## config.mk

```make
export PLATFORM = sky130hd
export DESIGN_NAME = pipe_seq_ctrl
export DESIGN_NICKNAME = d
export VERILOG_FILES = /design/src/rtl/pipe_seq_ctrl_pkg.sv /design/src/rtl/pipe_seq_ctrl.sv
export SDC_FILE = /design/constraint.sdc
export NUM_CORES = 1
export LEC_CHECK = 0
export ABC_AREA = 1
export BUFFER_PORTS_ARGS = -buffer_cell sky130_fd_sc_hd__buf_4
export CORE_UTILIZATION = 25
export CTS_BUF_LIST = sky130_fd_sc_hd__clkbuf_8
export DETAILED_ROUTE_END_ITERATION = 7
export GPL_TIMING_DRIVEN = 0
export PLACE_DENSITY = 0.39
export SLEW_MARGIN = 20
export SYNTH_ARGS = -nofsm -noshare
export SYNTH_HDL_FRONTEND = slang
export SYNTH_SLANG_ARGS = --single-unit
```

## constraint.sdc

```tcl
create_clock -name clk -period 8.55 [get_ports clk]
set_clock_uncertainty 0.05 [all_clocks]
set_input_delay 0 -clock clk [delete_from_list [all_inputs] [get_ports clk]]
set_output_delay 0 -clock clk [all_outputs]
set_load 0.02 [all_outputs]
```

## src/rtl/pipe_seq_ctrl_pkg.sv

```systemverilog
// Shared decode-sequencing types: sequencer state encoding, opcode constants
// and an instruction view used by the core and its control blocks.
package pipe_seq_ctrl_pkg;

    typedef enum logic [2:0] {
        RUN     = 3'd0,
        WAIT_OP = 3'd1,
        ADV     = 3'd2,
        DRAIN   = 3'd3,
        HALTED  = 3'd4
    } seq_state_e;

    localparam logic [5:0] OPC_HALT_DEF  = 6'b010001;
    localparam logic [5:0] OPC_MULTI_DEF = 6'b011100;

    typedef struct packed {
        logic [5:0]  opcode;
        logic [25:0] payload;
    } dec_inst_t;

    function automatic logic [5:0] inst_opcode(input logic [31:0] inst);
        dec_inst_t inst_s;
        inst_s = dec_inst_t'(inst);
        return inst_s.opcode;
    endfunction

endpackage

```

## src/rtl/pipe_seq_ctrl.sv

```systemverilog
// Decode-stage sequencer: freezes the front end for multi-cycle external
// operations and for the halt drain, and keeps retire/cycle statistics.
//
// state   | meaning
// --------+-----------------------------------------------------------
// RUN     | normal issue; detects OPC_MULTI / OPC_HALT in decode
// WAIT_OP | external operation in flight, timeout counter running
// ADV     | one cycle letting the frozen decode instruction advance
// DRAIN   | back-end pipeline emptying after a halt
// HALTED  | core stopped until reset
module pipe_seq_ctrl
    import pipe_seq_ctrl_pkg::*;
#(
    parameter int unsigned DRAIN_CYCLES = 4,
    parameter int unsigned TIMEOUT      = 255,
    parameter logic [5:0]  OPC_HALT     = OPC_HALT_DEF,
    parameter logic [5:0]  OPC_MULTI    = OPC_MULTI_DEF
) (
    input  logic        clk,
    input  logic        reset,
    input  logic [31:0] dec_inst,
    input  logic        dec_valid,
    input  logic        opr_finished,
    output logic        stall,
    output logic        op_start,
    output logic        halted,
    output logic        op_err,
    output logic [31:0] retire_cnt,
    output logic [31:0] cycle_cnt
);

    // Down-counter load values; terminal count is zero, so load N-1 for N cycles.
    localparam logic [31:0] TIMEOUT_LD = (TIMEOUT == 0)      ? 32'd0 : 32'(TIMEOUT - 1);
    localparam logic [31:0] DRAIN_LD   = (DRAIN_CYCLES == 0) ? 32'd0 : 32'(DRAIN_CYCLES - 1);

    seq_state_e  state_q, state_d;
    logic [31:0] seq_cnt_q, seq_cnt_d;
    logic [5:0]  opcode;
    logic        is_multi;
    logic        is_halt;
    logic        enter_wait;
    logic        err_set;
    logic        unused_payload;

    assign opcode         = inst_opcode(dec_inst);
    assign unused_payload = ^dec_inst[25:0];
    assign is_multi       = dec_valid && (opcode == OPC_MULTI);
    assign is_halt        = dec_valid && (opcode == OPC_HALT);

    always_comb begin
        state_d    = state_q;
        seq_cnt_d  = seq_cnt_q;
        stall      = 1'b0;
        enter_wait = 1'b0;
        err_set    = 1'b0;
        case (state_q)
            RUN: begin
                if (is_multi) begin
                    stall      = 1'b1;
                    enter_wait = 1'b1;
                    seq_cnt_d  = TIMEOUT_LD;
                    state_d    = WAIT_OP;
                end else if (is_halt) begin
                    stall     = 1'b1;
                    seq_cnt_d = DRAIN_LD;
                    state_d   = DRAIN;
                end
            end
            WAIT_OP: begin
                stall = 1'b1;
                // Completion takes priority over a timeout in the same cycle.
                if (opr_finished) begin
                    seq_cnt_d = '0;
                    state_d   = ADV;
                end else if (seq_cnt_q == '0) begin
                    err_set = 1'b1;
                    state_d = ADV;
                end else begin
                    seq_cnt_d = seq_cnt_q - 32'd1;
                end
            end
            ADV: begin
                state_d = RUN;
            end
            DRAIN: begin
                stall = 1'b1;
                if (seq_cnt_q == '0) begin
                    state_d = HALTED;
                end else begin
                    seq_cnt_d = seq_cnt_q - 32'd1;
                end
            end
            HALTED: begin
                stall = 1'b1;
            end
            default: begin
                state_d = RUN;
            end
        endcase
    end

    always_ff @(posedge clk or posedge reset) begin
        if (reset) begin
            state_q    <= RUN;
            seq_cnt_q  <= '0;
            op_start   <= 1'b0;
            halted     <= 1'b0;
            op_err     <= 1'b0;
            retire_cnt <= '0;
            cycle_cnt  <= '0;
        end else begin
            state_q   <= state_d;
            seq_cnt_q <= seq_cnt_d;
            op_start  <= enter_wait;
            if (err_set) begin
                op_err <= 1'b1;
            end
            if (state_d == HALTED) begin
                halted <= 1'b1;
            end
            if (dec_valid && !stall) begin
                retire_cnt <= retire_cnt + 32'd1;
            end
            if (state_q != HALTED) begin
                cycle_cnt <= cycle_cnt + 32'd1;
            end
        end
    end

endmodule

```

# After elaboration in Yosys (flattened, before gate mapping)

Cells that the tools add are included.

Bits of input ports: 36
Bits in registers: 102
Logic and storage cells: 46
Output and inout port bits: 68

Equal/unequal tests: 8
Mux-type cells: 19
Add/subtract/negate cells: 3
Reductions and logical operators: 9

Operators by type and width:

| kind                                                | number |
|---|---|
| 2-to-1 mux 32 bit                                   | 4 |
| case mux 32 bit (3 select lines)                    | 1 |
| adder 32 x 1 -> 32 bit, second input constant       | 2 |
| logical NOT 32 bit                                  | 1 |
| subtractor 32 x 1 -> 32 bit, second input constant  | 1 |
| 2-to-1 mux 3 bit                                    | 5 |
| equality test 6 x 5 -> 1 bit, second input constant | 2 |
| case mux 3 bit (4 select lines)                     | 1 |
| 2-to-1 mux 1 bit                                    | 7 |
| equality test 3 bit, second input constant          | 2 |
| != test 3 bit, second input constant                | 2 |
| equality test 3 x 1 -> 1 bit, second input constant | 1 |
| equality test 3 x 2 -> 1 bit, second input constant | 1 |
| logical AND 1 bit                                   | 3 |
| logical NOT 3 bit                                   | 1 |
| nonzero test 3 bit                                  | 1 |
| OR reduction 3 bit                                  | 1 |
| case mux 1 bit (2 select lines)                     | 1 |
| AND reduction 2 bit                                 | 1 |
| logical NOT 1 bit                                   | 1 |

# Depth between registers and ports, before layout

Gate-level depths: netlist of the first run.

Depth in word-level cells: 7
Depth in mapped cells: 14
Mapped depth without buffers: 14

# Least setup slack after synthesis of the first run

Ideal clock, no wire load.

Kind: register to register
From: register cycle_cnt[0]
To: register cycle_cnt[28]
Period minus slack after synthesis: 1.741 ns
Arrival time: 1.560 ns
Path buffers: 0
Required time: 8.370 ns
Cell stages (with the launch flop): 10
Path slack: 6.809 ns
Setup time: 0.130 ns
Cells stage by stage: dfrtp_1 -> ha_1 -> inv_1 -> nor2_1 -> nand2_2 -> nor2_4 -> nand4_2 -> nor2_1 -> nand3_1 -> xnor2_1

Word-level cells in the longest chain between the ends: 1

RTL lines:

| item                     | RTL line             | source |
|---|---|---|
| start: declaration       | pipe_seq_ctrl.sv:29  | `output logic [31:0] cycle_cnt` |
| start signal: assignment | pipe_seq_ctrl.sv:125 | `cycle_cnt <= cycle_cnt + 32'd1;` |
| adder 32 x 1 -> 32 bit   | pipe_seq_ctrl.sv:125 |  |

Every way passes these cells.
A chain may end at the register's enable or synchronous reset.

# Worst setup path in the final report of the first run

From: register seq_cnt_q[0]
To: register seq_cnt_q[22]

Word-level cells in the longest chain between the ends: 4
Elaborated cells on any way between the ends: 5
Those cells by class: add/sub (1); mux (3); reduce/logical (1)

RTL lines:

| item                                                                     | RTL line                                 | source |
|---|---|---|
| start: declaration                                                       | pipe_seq_ctrl.sv:37                      | `logic [31:0] seq_cnt_q, seq_cnt_d;` |
| start signal: assignment                                                 | pipe_seq_ctrl.sv:113                     | `seq_cnt_q <= seq_cnt_d;` |
| subtractor 32 x 1 -> 32 bit / logical NOT 32 bit (equally long branches) | --                                       |  |
| 2-to-1 mux 32 bit (*)                                                    | pipe_seq_ctrl.sv:75, pipe_seq_ctrl.sv:87 |  |
| 2-to-1 mux 32 bit                                                        | pipe_seq_ctrl.sv:72                      | `if (opr_finished) begin` |
| case mux 32 bit (3 select lines) (*)                                     | pipe_seq_ctrl.sv:56                      | `case (state_q)` |

Every way passes the cells marked *; elsewhere a longest branch is shown, timed or not.

==> impl_summary.txt, run 1 <==
----------------------------------------------------
[Run status]
  Status ... complete, no violations

[Cells and area]
  Share of layout cells above drive strength 1 ... 0.1728
  Final net count ... about 960
  Diodes inserted ... 0
  Number of inserted filler cells in the final layout ... between 2000 and 3000
  Area taken by flip-flops and latches ... 2552 um2
  Area taken by multi-input logic gates ... around 3200 um2
  Area grow syn2layout ... 19.88%

[Critical path]
  Reg-to-reg startpoint ... seq_cnt_q[0]$_DFFE_PP0P_
  Top fanout value on the critical path ... 6
  Worst setup path startpoint ... seq_cnt_q[0]$_DFFE_PP0P_
  Dominant cell type by count on the critical path ... sky130_fd_sc_hd__nor2_1
  R2R Path End ... seq_cnt_q[22]$_DFFE_PP0P_
  Depth of the worst register-to-register path ... 9
  Critical-path top delay cell ... sky130_fd_sc_hd__dfrtp_1
  Critical path depth ... 9
  Worst Setup End Kind ... register
  Combined buffer and inverter count along the critical path ... 1
  Required time of the critical path ... ~8.8 ns
  Signal arrival time at the worst endpoint ... roughly 2.3 ns
  Reg2reg setup slack ... ~6.5 ns
  Cells along the critical path ... inv_1 > ha_1 > nand2_2 > nor2_4 > nand4_1 > nor2_1 > nand3_1 > o21ai_0 > nor2_1
  Timing endpoint of the critical path ... seq_cnt_q[22]$_DFFE_PP0P_
  CP delay by family, top ... simple AND/OR/NAND/NOR gates
  Setup crit start kind ... register
  Critical path type ... register to register
  Slowest cell delay on critical path ... approximately 0.4 ns

[Timing]
  Setup_tns ... 0 ns
  Slew at the pin closest to its max-slew limit ... ~0.86 ns
  Number of hold-slack violations in the final timing report ... 0
  Worst hold slack across all endpoints ... around 0.053 ns
  Final setup fails ... 0
  Ratio of final minimum period to clock period ... 0.2423
  Shortest clock period the worst path allows after layout ... just over 2 ns
  Unrepaired setup endpoints after global routing ... false
  Slew Limit Fails ... 0
  Highest clock frequency the design can meet ... between 400 and 500 MHz
  Slew headroom ... 0.4264

[Synth]
  Number of warnings printed during yosys synthesis ... 0
  Post-synth EDFFs ... 0
  Count of different cell masters after synthesis ... 40
  Cell count after synthesis ... 830
  Register area share after synthesis ... 0.4126
  Top flip-flop cell by instance count after synthesis ... sky130_fd_sc_hd__dfrtp_1
  Number of nets produced by synthesis ... 870
  Avg Synthesized Cell Area ... roughly 7.5 um2
  Mapped Area ... 6186 um2
  Yosys reg bits ... ~100
  Post-synth ARST share ... 1.000

[Placed design]
  IO Port Bufs ... 77
  Final estimated routing congestion in global placement ... 0.8307
  Half-perimeter wire length after detailed placement ... ~14000 um

[Route]
  Length of the first detailed-routing pass in iterations ... 4
  Avg WL per Cell ... between 10 and 15 um
  Number of vias per cell after detailed routing ... ~4.4
  Violation count after the first detailed-routing iteration ... 301
  Number of remaining DRC errors ... 0
  Total number of vias ... approximately 5400
  Number of routed nets with antenna violations ... 0
  Final wirelength ... between 15000 and 20000 um

[Clock tree]
  Number of CTS-inserted buffers ... 9
  Clk Latency, worst-skew pair ... slightly below 0.4 ns
  Count of clock tree sinks ... around 100
  Maximum buffer depth of the clock tree ... 2
  Root buf cell ... sky130_fd_sc_hd__clkbuf_8
  Count of H-tree levels built during CTS ... 3
  Count of instances resized after the clock tree is built ... 0
  Clock tree from TritonCTS ... yes
  Clock-pin slew on the worst setup and hold paths ... roughly 0.11 ns

[Floorplan]
  Die footprint ... between 20000 and 30000 um2
  Die X-Extent ... 159.3 um
  Initial Utilization ... 0.2544
  Number of placement rows ... 57
  Core footprint ... 24320 um2
  Number of I/O pins ... 104
  Die Y-Extent ... approximately 160 um

[Power]
  IR Drop Worst-Case VDD ... between 80 and 90 uV
  P_leak ... between 3 and 4 nW
  Pwr/cell area ... about 230 nW/um2

[Job]
  Number of max-capacitance violations reported ... 0

[Global routing]
  All-Layer GR Usage ... 0.1487
  Antenna violations before repair ... 0
  Vias in the first global route ... about 5400
  Wire length of the first global-routing pass ... 29610 um
  Largest net degree at the start of global routing ... 60
  Gr ovfl total ... 0

[Hold path]
  Worst hold path type ... input port to register

----------------------------------------------------
## kinds of logic (layout without fill, tap and decap cells)
group           Yosys count  in the layout  synth area share
compound gates           59             59           0.05562
xor+xnor                 66             66           0.09345
fa+ha+maj                 4              4          0.008091
buf+inv                 106            202           0.06877
flops                   102            102            0.4126
simple gates            493            493            0.3615
## synthesized netlist by cell type, types with 7 or more instances
library cell / instances / area share
sky130_fd_sc_hd__nand2_1: 225 / 0.14
sky130_fd_sc_hd__nor2_1: 137 / 0.083
sky130_fd_sc_hd__dfrtp_1: 102 / 0.41
sky130_fd_sc_hd__inv_1: 89 / 0.054
sky130_fd_sc_hd__xor2_1: 44 / 0.062
sky130_fd_sc_hd__nand3_1: 38 / 0.031
sky130_fd_sc_hd__nor3_1: 24 / 0.019
sky130_fd_sc_hd__xnor2_1: 22 / 0.031
sky130_fd_sc_hd__nand4_1: 17 / 0.017
sky130_fd_sc_hd__o21ai_0: 16 / 0.013
sky130_fd_sc_hd__o21ai_1: 15 / 0.012
sky130_fd_sc_hd__nor2_2: 14 / 0.014
sky130_fd_sc_hd__nor2_4: 10 / 0.018
sky130_fd_sc_hd__a21oi_1: 9 / 0.0073
sky130_fd_sc_hd__o211ai_1: 9 / 0.011
sky130_fd_sc_hd__nand2_2: 8 / 0.0081
sky130_fd_sc_hd__inv_2: 7 / 0.0042
## sequential cells by signal, indices dropped and copies added (netlist names)
register    flops
cycle_cnt      32
retire_cnt     32
seq_cnt_q      32
state_q         3
halted          1
op_err          1
op_start        1
## power by group
part           internal (mW)  leakage [nW]  switching, mW
clock                  0.113        0.0938          0.202
combinational          0.241          2.16          0.483
sequential             0.557          1.36          0.103
## layout by cell type, fill, tap and decap left out, types with 2 or more instances in the layout
cell / netlist / routed
sky130_fd_sc_hd__nand2_1: 225 / 225
sky130_fd_sc_hd__nor2_1: 137 / 137
sky130_fd_sc_hd__dfrtp_1: 102 / 102
sky130_fd_sc_hd__inv_1: 89 / 88
sky130_fd_sc_hd__buf_4: 2 / 79
sky130_fd_sc_hd__xor2_1: 44 / 44
sky130_fd_sc_hd__nand3_1: 38 / 38
sky130_fd_sc_hd__nor3_1: 24 / 23
sky130_fd_sc_hd__xnor2_1: 22 / 22
sky130_fd_sc_hd__nand4_1: 17 / 17
sky130_fd_sc_hd__o21ai_0: 16 / 16
sky130_fd_sc_hd__o21ai_1: 15 / 15
sky130_fd_sc_hd__nor2_2: 14 / 14
sky130_fd_sc_hd__nor2_4: 10 / 10
sky130_fd_sc_hd__o211ai_1: 9 / 9
sky130_fd_sc_hd__a21oi_1: 9 / 9
sky130_fd_sc_hd__clkbuf_8: 0 / 9
sky130_fd_sc_hd__nand2_2: 8 / 8
sky130_fd_sc_hd__inv_2: 7 / 7
sky130_fd_sc_hd__buf_2: 4 / 4
sky130_fd_sc_hd__o31ai_1: 4 / 4
sky130_fd_sc_hd__ha_1: 4 / 4
sky130_fd_sc_hd__nand3_2: 3 / 3
sky130_fd_sc_hd__nor3_2: 2 / 3
sky130_fd_sc_hd__nand2_4: 3 / 3
sky130_fd_sc_hd__nand4_2: 3 / 3
sky130_fd_sc_hd__clkinv_4: 0 / 3
sky130_fd_sc_hd__buf_6: 2 / 2
sky130_fd_sc_hd__o21ai_2: 2 / 2
sky130_fd_sc_hd__a31oi_1: 2 / 2
sky130_fd_sc_hd__and3_1: 2 / 2
sky130_fd_sc_hd__inv_6: 0 / 2
sky130_fd_sc_hd__inv_8: 0 / 2
sky130_fd_sc_hd__dlygate4sd3_1: 0 / 2
## per-layer routing
metal	track usage	vias to the layer above	part of all wire
met1	0.2097	2539	0.50
li1	-	2797	-
met3	0.02996	9	0.036
met4	0.02885	0	0.0092
met5	0	-	0
met2	0.2352	97	0.45
## worst reg2reg max path: cells and delay by family (launching register included)
| family | cells | cell delay (ns) |
|---|---|---|
| and+or+nand+nor | 6 | 0.90 |
| buffers and inverters | 1 | 0.16 |
| adders and majority gates | 1 | 0.30 |
| DFF | 1 | 0.41 |
| AOI/OAI and AO/OA | 1 | 0.16 |
## worst min path at each step
stage | endpoint | from | slack [ns] | cells past startpoint
6_report | op_start$_DFF_PP0_ | dec_inst[27] | 0.05 | 4
5_1_grt | op_start$_DFF_PP0_ | dec_inst[27] | 0.05 | 4
4_1_cts | op_start$_DFF_PP0_ | dec_inst[27] | 0.03 | 4
3_5_place_dp | retire_cnt[31]$_DFFE_PP0P_ | reset | 0.08 | 2
3_3_place_gp | state_q[1]$_DFF_PP0_ | opr_finished | 0.25 | 3
2_1_floorplan | state_q[1]$_DFF_PP0_ | opr_finished | 0.12 | 2
## cell type report
cell class                      instances  share of cell area
Multi-Input combinational cell        622              0.4333
Sequential cell                       102              0.3442
Timing Repair Buffer                   80             0.08436
Tap cell                              324             0.05467
Inverter                               96             0.04927
Clock buffer                            9             0.01670
Clock inverter                          7            0.008773
Buffer                                 10            0.008773
## stage by stage
stage	util	instance area, um2	total power, mW	cells	setup slack (ns)
3_5_place_dp	0.2963	7207	1.395	1232	6.518
6_report	0.3049	7416	1.699	1250	6.478
3_3_place_gp	0.2948	7169	1.395	1231	4.137
4_1_cts	0.3049	7416	1.724	1250	6.480
5_1_grt	0.3049	7416	1.846	1250	6.265
2_1_floorplan	-	6186	1.172	830	5.825
## repair_timing
action / 4_1_cts / 5_1_grt
hold buffers: 2 / 0
hold endpoints to repair: 61 / 0
buffers inserted: 0 / 0
No activity file was read; power rests on OpenSTA's default activity.
==> run 2: changes to the inputs <==
--- a/config.mk
+++ b/config.mk
@@ -5,13 +5,13 @@
 export SDC_FILE = /design/constraint.sdc
 export NUM_CORES = 1
 export LEC_CHECK = 0
-export ABC_AREA = 1
+export ABC_AREA = 0
 export BUFFER_PORTS_ARGS = -buffer_cell sky130_fd_sc_hd__buf_4
 export CORE_UTILIZATION = 25
 export CTS_BUF_LIST = sky130_fd_sc_hd__clkbuf_8
 export DETAILED_ROUTE_END_ITERATION = 7
 export GPL_TIMING_DRIVEN = 0
-export PLACE_DENSITY = 0.39
+export PLACE_DENSITY = 0.41
 export SLEW_MARGIN = 20
 export SYNTH_ARGS = -nofsm -noshare
 export SYNTH_HDL_FRONTEND = slang
==> constraint.sdc (replaced) <==
create_clock -name clk -period 1.9 [get_ports clk]
set_clock_uncertainty 0.05 [all_clocks]
set_input_delay 0 -clock clk [delete_from_list [all_inputs] [get_ports clk]]
set_output_delay 0 -clock clk [all_outputs]
set_load 0.02 [all_outputs]
==> impl_summary.txt, run 2 <==
----------------------------------------------------
[Power]
  Clock network fraction of design power ... 0.207
  Switching fraction of total power ... 0.3601
  P_leak ... ~3.2 nW
  Switch Pwr ... about 2.7 mW
  IR Drop Worst-Case VDD ... 427.1 uV
  Cell Int Power ... between 4 and 5 mW
  Combinational group share of total power ... 0.414
  Sequential Power Share ... 0.379
  Pwr/cell area ... between 1000 and 1500 nW/um2

[Floorplan]
  Initial Utilization ... 0.2575
  Die Y-Extent ... ~140 um
  Die footprint ... 20030 um2
  Die X-Extent ... around 140 um
  Number of placement rows ... 50
  Core footprint ... 18890 um2
  Number of I/O pins ... approximately 100

[Timing]
  Slew at the pin closest to its max-slew limit ... ~0.75 ns
  Shortest clock period the worst path allows after layout ... 2.342 ns
  Final setup slack of the worst path ... -0.4422 ns
  Final setup fails ... 37
  Number of hold-slack violations in the final timing report ... 0
  Slew Limit Fails ... 0
  Unrepaired setup endpoints after global routing ... true
  Highest clock frequency the design can meet ... between 400 and 500 MHz
  Ratio of final minimum period to clock period ... 1.233
  Worst hold slack across all endpoints ... slightly above 0.07 ns
  Slew headroom ... 0.4996

[Cells and area]
  Summed area of non-filler cells in the final layout ... 7046 um2
  Most frequent cells in the layout ... 116 x sky130_fd_sc_hd__buf_4, 94 x sky130_fd_sc_hd__dfrtp_1, 53 x sky130_fd_sc_hd__xnor2_1
  Number of cells in the finished layout apart from fillers ... 878
  Area taken by flip-flops and latches ... roughly 2600 um2
  Share of layout cells above drive strength 1 ... 0.3770
  Area taken by multi-input logic gates ... 2643 um2
  Number of inserted filler cells in the final layout ... between 1500 and 2000
  Final net count ... ~650
  Diodes inserted ... 0
  Largest registers ... cycle_cnt: 32 flops, retire_cnt: 32 flops, seq_cnt_q: 32 flops
  Area grow syn2layout ... 44.79%
  Most common library cell in the layout ignoring fill and taps ... sky130_fd_sc_hd__buf_4

[Route]
  Violation count after the first detailed-routing iteration ... 179
  Total number of vias ... between 4000 and 5000
  Number of routed nets with antenna violations ... 0
  Length of the first detailed-routing pass in iterations ... 4
  Avg WL per Cell ... 14.75 um
  Number of remaining DRC errors ... 0
  Final wirelength ... around 13000 um
  Number of vias per cell after detailed routing ... ~4.6

[Run status]
  Status ... finished with violations
  Violations in the final reports ... negative setup slack

[Synth]
  Mapped Area ... about 5000 um2
  Number of warnings printed during yosys synthesis ... 0
  Most numerous cell in the Yosys netlist ... sky130_fd_sc_hd__dfrtp_1
  Library cell with the largest summed area after synthesis ... sky130_fd_sc_hd__dfrtp_1
  Top flip-flop cell by instance count after synthesis ... sky130_fd_sc_hd__dfrtp_1
  Post-synth EDFFs ... 0
  Yosys reg bits ... between 100 and 150
  Avg Synthesized Cell Area ... between 10 and 15 um2
  Count of different cell masters after synthesis ... 50
  Post-synth ARST share ... 1.000
  Cell count after synthesis ... between 400 and 500
  Number of nets produced by synthesis ... ~510
  Register area share after synthesis ... 0.5246
  Top area cells in the synthesized netlist ... sky130_fd_sc_hd__dfrtp_1 52%, sky130_fd_sc_hd__xnor2_1 9.5%, sky130_fd_sc_hd__xor2_1 5.2%
  Area share of the largest cell type after synthesis ... 0.5246
  Most frequent cells after synthesis ... 102 x sky130_fd_sc_hd__dfrtp_1, 53 x sky130_fd_sc_hd__xnor2_1, 49 x sky130_fd_sc_hd__nor2_1

[Critical path]
  Slowest cell delay on critical path ... 0.55 ns
  Critical-path top delay cell ... sky130_fd_sc_hd__or4_4
  Signal arrival time at the worst endpoint ... 2.60 ns
  Cells along the critical path ... or4_4 > or3_4 > nor3_4 > nand3_4 > or4_1 > a21oi_1
  Reg-to-reg startpoint ... seq_cnt_q[18]$_DFFE_PP0P_
  Depth of the worst register-to-register path ... 6
  Worst setup path startpoint ... seq_cnt_q[18]$_DFFE_PP0P_
  Setup crit start kind ... register
  Worst Setup End Kind ... register
  Top fanout value on the critical path ... 4
  Critical path type ... register to register
  Required time of the critical path ... around 2.2 ns

[Job]
  Number of max-capacitance violations reported ... 0

[Hold path]
  Worst hold stages ... 6
  Hold wc startpoint ... dec_inst[31]
  Worst hold path type ... input port to register

[Placed design]
  Half-perimeter wire length after detailed placement ... between 8000 and 9000 um
  Final estimated routing congestion in global placement ... 0.7451
  Post-place instance area ... roughly 6000 um2
  IO Port Bufs ... 77
  Count of placed standard cells including taps ... between 800 and 900

[Clock tree]
  Root buf cell ... sky130_fd_sc_hd__clkbuf_8
  Number of CTS-inserted buffers ... 9
  Maximum buffer depth of the clock tree ... 2
  Count of clock tree sinks ... approximately 100
  Count of H-tree levels built during CTS ... 3
  Clock tree from TritonCTS ... yes
  Clock-pin slew on the worst setup and hold paths ... 0.10 ns
  Clk Latency, worst-skew pair ... 0.38 ns

[Global routing]
  Largest net degree at the start of global routing ... 31
  Vias in the first global route ... approximately 4200
  Antenna violations before repair ... 0
  Gr ovfl total ... 0
  All-Layer GR Usage ... 0.1352
  Wire length of the first global-routing pass ... 21320 um

----------------------------------------------------
run 2: layout make-up:
cell class,instances,area share
timing repair buffer,137,0.1643
inverter,10,0.005860
buffer,8,0.01367
sequential,102,0.3637
tap,260,0.04617
clock buffer,9,0.01758
multi-input combinational,345,0.3751
clock inverter,7,0.01367
run 2: metrics by stage:
stage | total power [mW] | TNS [ns] | util | setup slack, ns
after global placement | 4.862 | -48.76 | 0.3124 | -0.6869
after detailed placement | 4.898 | -28.71 | 0.3156 | -0.6694
after floorplan | 4.250 | -6.227 | - | -0.3635
after global routing | 7.945 | -15.06 | 0.3729 | -0.5316
final | 7.478 | -12.06 | 0.3729 | -0.4422
after CTS | 7.203 | -12.73 | 0.3573 | -0.4323
run 2: power by group through the flow:
stage | Sequential [mW] | Clock, mW | Combinational [mW]
floorplan | 2.97 | 0 | 1.28
global placement | 2.88 | 0 | 1.99
detailed placement | 2.89 | 0 | 2.01
CTS | 2.82 | 1.63 | 2.75
global route | 2.89 | 1.71 | 3.35
finish | 2.83 | 1.55 | 3.09
run 2: cell families (layout without fill, tap and decap cells):
kind of cell	Yosys count	in the layout	share of synthesized area
AOI/OAI and AO/OA	36	36	0.05297
xor gates and xnor gates	82	82	0.1476
adders and majority gates	4	4	0.01029
buffers and inverters	20	171	0.01568
DFF	102	102	0.5246
muxes	3	3	0.006685
and+or+nand+nor	220	220	0.2422
run 2: worst max-delay path, delay by kind of cell, from the launching register on:
kind               cells  cell delay (ns)
AOI/OAI and AO/OA      1             0.14
DFF                    1             0.40
and+or+nand+nor        5             1.70
run 2: worst paths after layout:
kind | end | slack, ns
min | state_q[1]$_DFF_PP0_ | 0.07
min in group asynchronous | cycle_cnt[12]$_DFFE_PP0P_ | 0.16
min reg2reg | op_err$_DFFE_PP0P_ | 0.42
max in group asynchronous | seq_cnt_q[29]$_DFFE_PP0P_ | 0.92
max | seq_cnt_q[26]$_DFFE_PP0P_ | -0.44
max reg2reg | seq_cnt_q[26]$_DFFE_PP0P_ | -0.44
run 2: repair_timing:
item,CTS,global route
pin swaps,43,30
buffers inserted,32,18
cloned,3,0
hold buffers,6,0
hold endpoints to repair,86,0
setup endpoints to repair,78,67
resized for setup,52,46
run 2: metal layers:
metal	vias up	track usage	part of all wire
met1	2030	0.1769	0.47
met5	-	0	0
met2	52	0.2217	0.48
met4	0	0.04980	0.021
li1	1940	-	-
met3	22	0.02632	0.029
